`config.mk`:
```
export PLATFORM = sky130hd
export DESIGN_NAME = decoder_scan_flat
export DESIGN_NICKNAME = d
export VERILOG_FILES = /design/src/rtl/decoder_scan_if.sv /design/src/rtl/decoder_scan.sv /design/src/flat_wrapper.sv
export SDC_FILE = /design/constraint.sdc
export NUM_CORES = 1
export LEC_CHECK = 0
export CORE_ASPECT_RATIO = 0.75
export CORE_UTILIZATION = 36
export CTS_CLUSTER_DIAMETER = 40
export DETAILED_ROUTE_END_ITERATION = 10
export HOLD_SLACK_MARGIN = 0.05
export MAX_ROUTING_LAYER = met4
export PLACE_DENSITY = 0.76
export SYNTH_ARGS = -nofsm -noshare
export SYNTH_HDL_FRONTEND = slang
export SYNTH_SLANG_ARGS = --single-unit
export TNS_END_PERCENT = 1
```
`constraint.sdc`:
```
create_clock -name clk -period 2.6 [get_ports clk]
set_input_delay 0.78 -clock clk [delete_from_list [all_inputs] [get_ports clk]]
set_output_delay 0.78 -clock clk [all_outputs]
set_load 0.01 [all_outputs]
```
`src/rtl/decoder_scan_if.sv`:
```
// Select-bus bundle for decoder_scan: control/address inputs toward the
// decoder and the registered one-hot select, index and wrap pulse back.
interface decoder_scan_if #(
  parameter int N       = 6,
  parameter int DWELL_W = 8
);
  logic                 en;
  logic                 mode;
  logic [N-1:0]         a;
  logic [DWELL_W-1:0]   dwell;
  logic [(2**N)-1:0]    y;
  logic [N-1:0]         idx;
  logic                 wrap;

  modport master (
    output en, mode, a, dwell,
    input  y, idx, wrap
  );

  modport slave (
    input  en, mode, a, dwell,
    output y, idx, wrap
  );
endinterface

```
`src/rtl/decoder_scan.sv`:
```
// Registered N-to-2^N one-hot decoder with a self-timed scan walker that
// holds each output for dwell+1 cycles and pulses wrap on rollover.
module decoder_scan #(
  parameter int N       = 6,
  parameter int DWELL_W = 8
) (
  input  logic           clk,
  input  logic           reset_n,
  decoder_scan_if.slave  bus
);

  localparam int               W        = 2**N;
  localparam logic [N-1:0]     IDX_LAST = '1;

  typedef enum logic [1:0] {
    IDLE   = 2'd0,
    DIRECT = 2'd1,
    SCAN   = 2'd2
  } state_t;

  state_t               state_q, state_d;
  logic [W-1:0]         y_q, y_d;
  logic [N-1:0]         idx_q, idx_d;
  logic [DWELL_W-1:0]   cnt_q, cnt_d;
  logic                 wrap_q, wrap_d;
  logic                 active;

  // Next-state and next-output logic. en dominates mode; scan entry from any
  // other state restarts at index 0 with a cleared dwell counter.
  always_comb begin
    // NOTE: every combinational output gets a default first so no path through
    // the branches below can infer a latch.
    state_d = IDLE;
    idx_d   = '0;
    cnt_d   = '0;
    wrap_d  = 1'b0;
    active  = 1'b0;

    if (bus.en) begin
      active = 1'b1;
      if (!bus.mode) begin
        state_d = DIRECT;
        idx_d   = bus.a;
      end else begin
        state_d = SCAN;
        if (state_q == SCAN) begin
          // >= rather than == so a dwell lowered below the running count
          // advances on the next edge instead of stalling a full counter lap.
          if (cnt_q >= bus.dwell) begin
            idx_d  = idx_q + N'(1);
            wrap_d = (idx_q == IDX_LAST);
          end else begin
            idx_d = idx_q;
            cnt_d = cnt_q + DWELL_W'(1);
          end
        end
      end
    end
  end

  // The select is rebuilt from the next index so y == 1 << idx by construction.
  always_comb begin
    y_d = '0;
    if (active) begin
      y_d[idx_d] = 1'b1;
    end
  end

  always_ff @(posedge clk or negedge reset_n) begin
    // NOTE: sequential state uses non-blocking assignments so every register
    // samples the pre-edge values regardless of statement order.
    if (!reset_n) begin
      state_q <= IDLE;
      y_q     <= '0;
      idx_q   <= '0;
      cnt_q   <= '0;
      wrap_q  <= 1'b0;
    end else begin
      state_q <= state_d;
      y_q     <= y_d;
      idx_q   <= idx_d;
      cnt_q   <= cnt_d;
      wrap_q  <= wrap_d;
    end
  end

  assign bus.y    = y_q;
  assign bus.idx  = idx_q;
  assign bus.wrap = wrap_q;

endmodule

```
`src/flat_wrapper.sv`:
```
// flat-port wrapper written by rule: the top's interface ports become plain ports
module decoder_scan_flat 
#(
  parameter int N       = 6,
  parameter int DWELL_W = 8
)
  (clk, reset_n, bus_en, bus_mode, bus_a, bus_dwell, bus_y, bus_idx, bus_wrap);
  decoder_scan_if #(.N(N), .DWELL_W(DWELL_W)) bus_i ();
  input  logic clk;
  input  logic reset_n;
  input wire logic [$bits(bus_i.en)-1:0] bus_en;
  input wire logic [$bits(bus_i.mode)-1:0] bus_mode;
  input wire logic [$bits(bus_i.a)-1:0] bus_a;
  input wire logic [$bits(bus_i.dwell)-1:0] bus_dwell;
  output wire logic [$bits(bus_i.y)-1:0] bus_y;
  output wire logic [$bits(bus_i.idx)-1:0] bus_idx;
  output wire logic [$bits(bus_i.wrap)-1:0] bus_wrap;
  assign bus_i.en = bus_en;
  assign bus_i.mode = bus_mode;
  assign bus_i.a = bus_a;
  assign bus_i.dwell = bus_dwell;
  assign bus_y = bus_i.y;
  assign bus_idx = bus_i.idx;
  assign bus_wrap = bus_i.wrap;
  decoder_scan #(.N(N), .DWELL_W(DWELL_W)) u_core (.clk(clk), .reset_n(reset_n), .bus(bus_i));
endmodule
```
## After elaboration in Yosys (flattened, before gate mapping)

Cells that the tools add are included.

| word-level totals | value |
|---|---|
| bits in registers | 81 |
| input bits | 18 |
| output and inout bits | 71 |
| logic and storage cells | 31 |

| cells by class | value |
|---|---|
| add/sub/neg operators | 2 |
| magnitude comparators | 3 |
| equality and inequality tests | 2 |
| mux-type cells | 18 |
| reduce and logical (&&, ||, !) cells | 1 |

Operator list:

| operator | number |
|---|---|
| $mux W64 | 1 |
| $mux W8 | 4 |
| $mux W6 | 4 |
| $add A8 B1 Y8 const B | 1 |
| $ge A8 B8 Y1 | 1 |
| $lt A6 B7 Y1 const B | 1 |
| $add A6 B1 Y6 const B | 1 |
| $demux W1 S6 | 1 |
| $eq A6 B6 Y1 const B | 1 |
| $ge A6 B1 Y1 const B | 1 |
| $mux W1 | 6 |
| $mux W2 | 2 |
| $eq A2 B2 Y1 const B | 1 |
| $logic_and A1 B1 Y1 | 1 |

## Logic depth before layout (Yosys ltp)

| logic depth | value |
|---|---|
| depth after elaboration | 10 |
| depth in mapped cells | 12 |
| mapped depth without buffers | 10 |

## Least setup slack after synthesis

No wires, ideal clock.

| timing | value |
|---|---|
| path type | input -> register |
| start point | in bus_dwell[2] |
| end point | reg u_core.y_q[0], in the netlist u_core.bus.y[0] |
| library setup time | 0.074 ns |
| data arrival time | 2.864 ns |
| data required time | 2.526 ns |
| path slack | -0.338 ns |
| cell stages on the path | 10 |
| buffers on the path | 1 |
| path through | inv_1 -> ha_1 -> or4_1 -> a21oi_2 -> o31a_2 -> buf_6 -> mux2i_1 -> nor3b_1 -> nand3_1 -> nor2_1 |

| on the way | value |
|---|---|
| word-level cells in the longest chain between the ends | 10 |
| elaborated cells on any way between the ends | 11 |
| classes of those cells | 3 x order compare; 7 x mux; 1 x reduce/logical |

Ends and longest elaborated chain:

| what | RTL line | text |
|---|---|---|
| start: declaration | flat_wrapper.sv:14 | `input wire logic [$bits(bus_i.dwell)-1:0] bus_dwell;` |
| $ge A8 B8 Y1 * | decoder_scan.sv:49 | `if (cnt_q >= bus.dwell) begin` |
| $mux W6 * | decoder_scan.sv:49 |  |
| $mux W6 * | decoder_scan.sv:46 | `if (state_q == SCAN) begin` |
| $mux W6 * | decoder_scan.sv:41 | `if (!bus.mode) begin` |
| $mux W6 * | decoder_scan.sv:39 | `if (bus.en) begin` |
| $lt A6 B7 Y1 (implied by the code) or $ge A6 B1 Y1 (tied branches) | decoder_scan.sv:65 | `y_d[idx_d] = 1'b1;` |
| $logic_and A1 B1 Y1 (implied by the code) | decoder_scan.sv:65 |  |
| $mux W1 (implied by the code) | decoder_scan.sv:65 |  |
| $demux W1 S6 * | n/a |  |
| $mux W64 * | decoder_scan.sv:64 | `if (active) begin` |
| named net u_core.y_d[0] | decoder_scan.sv:22 | `logic [W-1:0] y_q, y_d;` |
| end signal: assignment | decoder_scan.sv:80 | `y_q <= y_d;` |
| end: declaration | decoder_scan.sv:22 |  |

The timed path passes the listed nets; every way through them passes the cells marked *.

## Worst setup path after layout

| timing | value |
|---|---|
| start point | in bus_dwell[2] |
| end point | reg u_core.y_q[28], in the netlist u_core.bus.y[28] |

| on the way | value |
|---|---|
| word-level cells in the longest chain between the ends | 10 |
| elaborated cells on any way between the ends | 11 |
| classes of those cells | 3 x order compare; 7 x mux; 1 x reduce/logical |

Ends and longest elaborated chain:

| what | RTL line | text |
|---|---|---|
| $ge A8 B8 Y1 * | decoder_scan.sv:49 |  |
| $mux W6 * | decoder_scan.sv:49 |  |
| $mux W6 * | decoder_scan.sv:46 |  |
| $mux W6 * | decoder_scan.sv:41 |  |
| $mux W6 * | decoder_scan.sv:39 |  |
| named net u_core.idx_d[1] | decoder_scan.sv:23 | `logic [N-1:0] idx_q, idx_d;` |
| $lt A6 B7 Y1 (implied by the code) or $ge A6 B1 Y1 (tied branches) | decoder_scan.sv:65 |  |
| $logic_and A1 B1 Y1 (implied by the code) | decoder_scan.sv:65 |  |
| $mux W1 (implied by the code) | decoder_scan.sv:65 |  |
| $demux W1 S6 * | n/a |  |
| $mux W64 * | decoder_scan.sv:64 |  |
| named net u_core.y_d[28] | decoder_scan.sv:22 |  |

Marks and branches as above.

==> flow_summary.ini <==
[floorplan]
start_util = 0.3797
die_w_um = 108.4
dieArea_mm2 = 0.008874
core_mm2 = 0.008058
rows = 28
die_h_um = 81.83
ioPinCount = 89

[logic_synthesis]
synth_compound_area_frac = 0.04417
synthMuxAreaShare = 0.006544
synthAdderAreaFrac = 0.04090
syn_inst = 270
synth_xor_area_frac = 0.01718
ys_types = 37
yosys_register_bits = 81
ys_seq_area_frac = 0.6626
synth.cell_area_mm2 = 0.003059
ys_warn_count = 0
synth-simple-area-share = 0.1992
synth_top_family_by_area = simple AND/OR/NAND/NOR gates
synth_area_per_cell_um2 = 11.33
synth_nets = 298

[job]
cap_violations = 0

[sta]
layout_setup_ws_ps = -210.3
worst_pin_slew_ps = 494.7
post-route-period-util = 1.081
setup_tns_ps = -6328
hold_viol_final = 0
fin_skew_ps = 8.812
grt_setup_unrepaired = yes
timing.fmax_mhz = 355.8
period_minus_slack_ps = 2810
setup_viol = 65
slew_headroom = 0.6702
drv_slew = 0

[critical_path]
path_max_fanout = 4
path_class = in2reg
cp_data_arrival_time_ps = 3060
required_ps = 2850
cp-end-kind = flip-flop
worst_setup_path_start_kind = primary input

[finish]
area_growth_pct = 71.98
stdcell_count = 516
finalInstanceArea_mm2 = 0.005261
insertedDiodeCount = 0
nFillCells = 605
fin_nets = 435
drive_above_1_share = 0.3406

[drt]
routedWlPerCell_um = 17.06
drt_wl_total_um = 8801
remaining_drc_errors = 0
firstDrtPassIters = 4
drt_iter0_markers = 116
viasPerCell = 4.899
ant_nets = 0
vias = 2528

[clock_tree]
clock_sinks = 81
cts_inserted_buffers = 9
clk_latency_ps = 330
h-tree-depth = 3
cts_tree = built
clkTransAtPathRegs_ps = 60
clockRootBuffer = clkbuf_16
clockBufferDepth = 2

[global_route]
antenna_found_initial = 0
globalRouteOverflowTotal = 0
grt_pass1_vias = 2635
grt_max_degree = 42
grt_pass1_wl_um = 14060
grt_util_all_layers = 0.2235

[place]
io_buffers = 88
dp.cells = 477
routabilityCongestion = 0.8093
place_area_mm2 = 0.004407
dpl.hpwl_um = 5390
pre_cts_ws_ps = -1049

[run_status]
status = finished with violations
violations = setup timing

[power_and_ir_drop]
leakagePower_nw = 2.379
p_per_area_mw_per_mm2 = 505.9
ir_drop_mv = 0.4364

[min_path]
hp-class = in2async
[cell families (layout without fill, tap and decap cells)]
family	Yosys count	after routing
AO/OA/AOI/OAI	16	17
buffers and inverters	21	160
adder cells (fa/ha/maj)	10	10
XOR/XNOR	6	6
multiplexers	2	2
AND/OR/NAND/NOR	134	135
flip-flops	81	81
[cell type report]
class                      instances  area (um^2)  share of cell area
sequential                        81         2027              0.3853
multi-input combinational        170         1423              0.2704
timing repair buffer             134         1361              0.2587
clock buffer                      10        229.0             0.04352
tap                              105        131.4             0.02497
inverter                          11        58.81             0.01118
clock inverter                     5        31.28            0.005945
[routing by layer]
layer  GRT usage  up-vias  share of wire
met3     0.05000       11          0.046
met4     0.06892        0          0.012
met2      0.3462       79           0.48
met1      0.2951     1265           0.46
li1            -     1173              -
met5           -        -              0
[synth_stat cells]
cell type / instances / area (um^2)
clkbuf_1: 6 / 22.52
nand2_1: 10 / 37.54
xnor2_1: 1 / 8.760
and4b_1: 1 / 10.01
dfrtp_1: 81 / 2027
or4_1: 3 / 22.52
ha_1: 10 / 125.1
and3b_1: 1 / 8.760
nand3b_1: 2 / 15.01
inv_2: 2 / 7.510
a21boi_0: 1 / 7.510
and4_1: 1 / 8.760
buf_2: 3 / 15.01
and2_1: 3 / 18.77
a21o_1: 1 / 7.510
o31a_2: 1 / 10.01
a211oi_1: 1 / 7.510
nand2b_1: 3 / 18.77
or2_2: 1 / 6.260
mux2i_1: 2 / 20.02
nor3b_1: 2 / 15.01
a221oi_2: 1 / 15.01
and3_1: 3 / 18.77
inv_1: 9 / 33.78
nor2b_1: 1 / 6.260
o311ai_0: 1 / 8.760
a21oi_2: 1 / 8.760
buf_6: 1 / 11.26
xor2_1: 5 / 43.79
o211a_1: 2 / 20.02
nor2_1: 74 / 277.8
a21oi_1: 2 / 10.01
o211ai_1: 3 / 22.52
o21ai_0: 1 / 5.000
nand3_1: 28 / 140.1
nor3_1: 1 / 5.000
a211oi_2: 1 / 12.51
[final timing paths]
check / slack [ps] / from / depth (start not counted) / end
min reg2reg: 550 / u_core.cnt_q[0] / 2 / u_core.cnt_q[0]
max in group asynchronous: 1580 / reset_n / 2 / u_core.bus.y[42]
max: -210 / bus_dwell[2] / 13 / u_core.bus.y[28]
max reg2reg: -90 / u_core.cnt_q[2] / 11 / u_core.bus.y[28]
min in group clk: 550 / u_core.cnt_q[0] / 2 / u_core.cnt_q[0]
min: 420 / reset_n / 1 / u_core.bus.y[49]
[critical path, cell delays in order]
cell and delay (ps):
buf_8 80, inv_8 30, ha_4 140, or4_4 540, a21oi_4 160, o31a_4 210, buf_12 120, o211ai_1 160
buf_4 190, nor3b_4 240, buf_6 170, nand3_4 90, nor2_1 130
[placed cells by master, fill, tap and decap left out, types with 7 or more instances in the layout]
master           count
nand2_1              9
nand3_1             10
buf_4               29
nand3_2              8
clkdlybuf4s50_1     79
nor2_1              59
nor2_2              13
ha_4                 7
buf_6               10
nand3_4             10
clkbuf_16            9
buf_12               7
dfrtp_1             81
[sequential cells by signal, indices dropped and copies added (netlist names)]
| signal | cells |
|---|---|
| u_core.bus.wrap | 1 |
| u_core.cnt_q | 8 |
| u_core.state_q | 2 |
| u_core.bus.idx | 6 |
| u_core.bus.y | 64 |
[power by group]
group | switching, mW | internal, mW | total (mW)
Combinational | 0.133 | 0.117 | 0.250
Clock | 0.491 | 0.640 | 1.13
Sequential | 0.00914 | 1.27 | 1.28
[repair_timing]
item | in CTS | in global routing
setup endpoints to repair | 69 | 65
gates cloned | 4 | 0
hold buffers | 0 | 0
setup buffers | 13 | 7
pin swaps | 54 | 21
gates resized for setup | 73 | 34
[through the flow]
step / power, mW / util / hold WS [ps]
after floorplan: 1.373 / - / 484.4
after global placement: 1.480 / 0.5469 / 534.9
after detailed placement: 1.484 / 0.5469 / 539.4
after CTS: 2.658 / 0.6352 / 425.4
after global routing: 2.765 / 0.6530 / 446.8
final: 2.662 / 0.6530 / 416.1
Note: power is estimated with default switching activity, not from simulation.
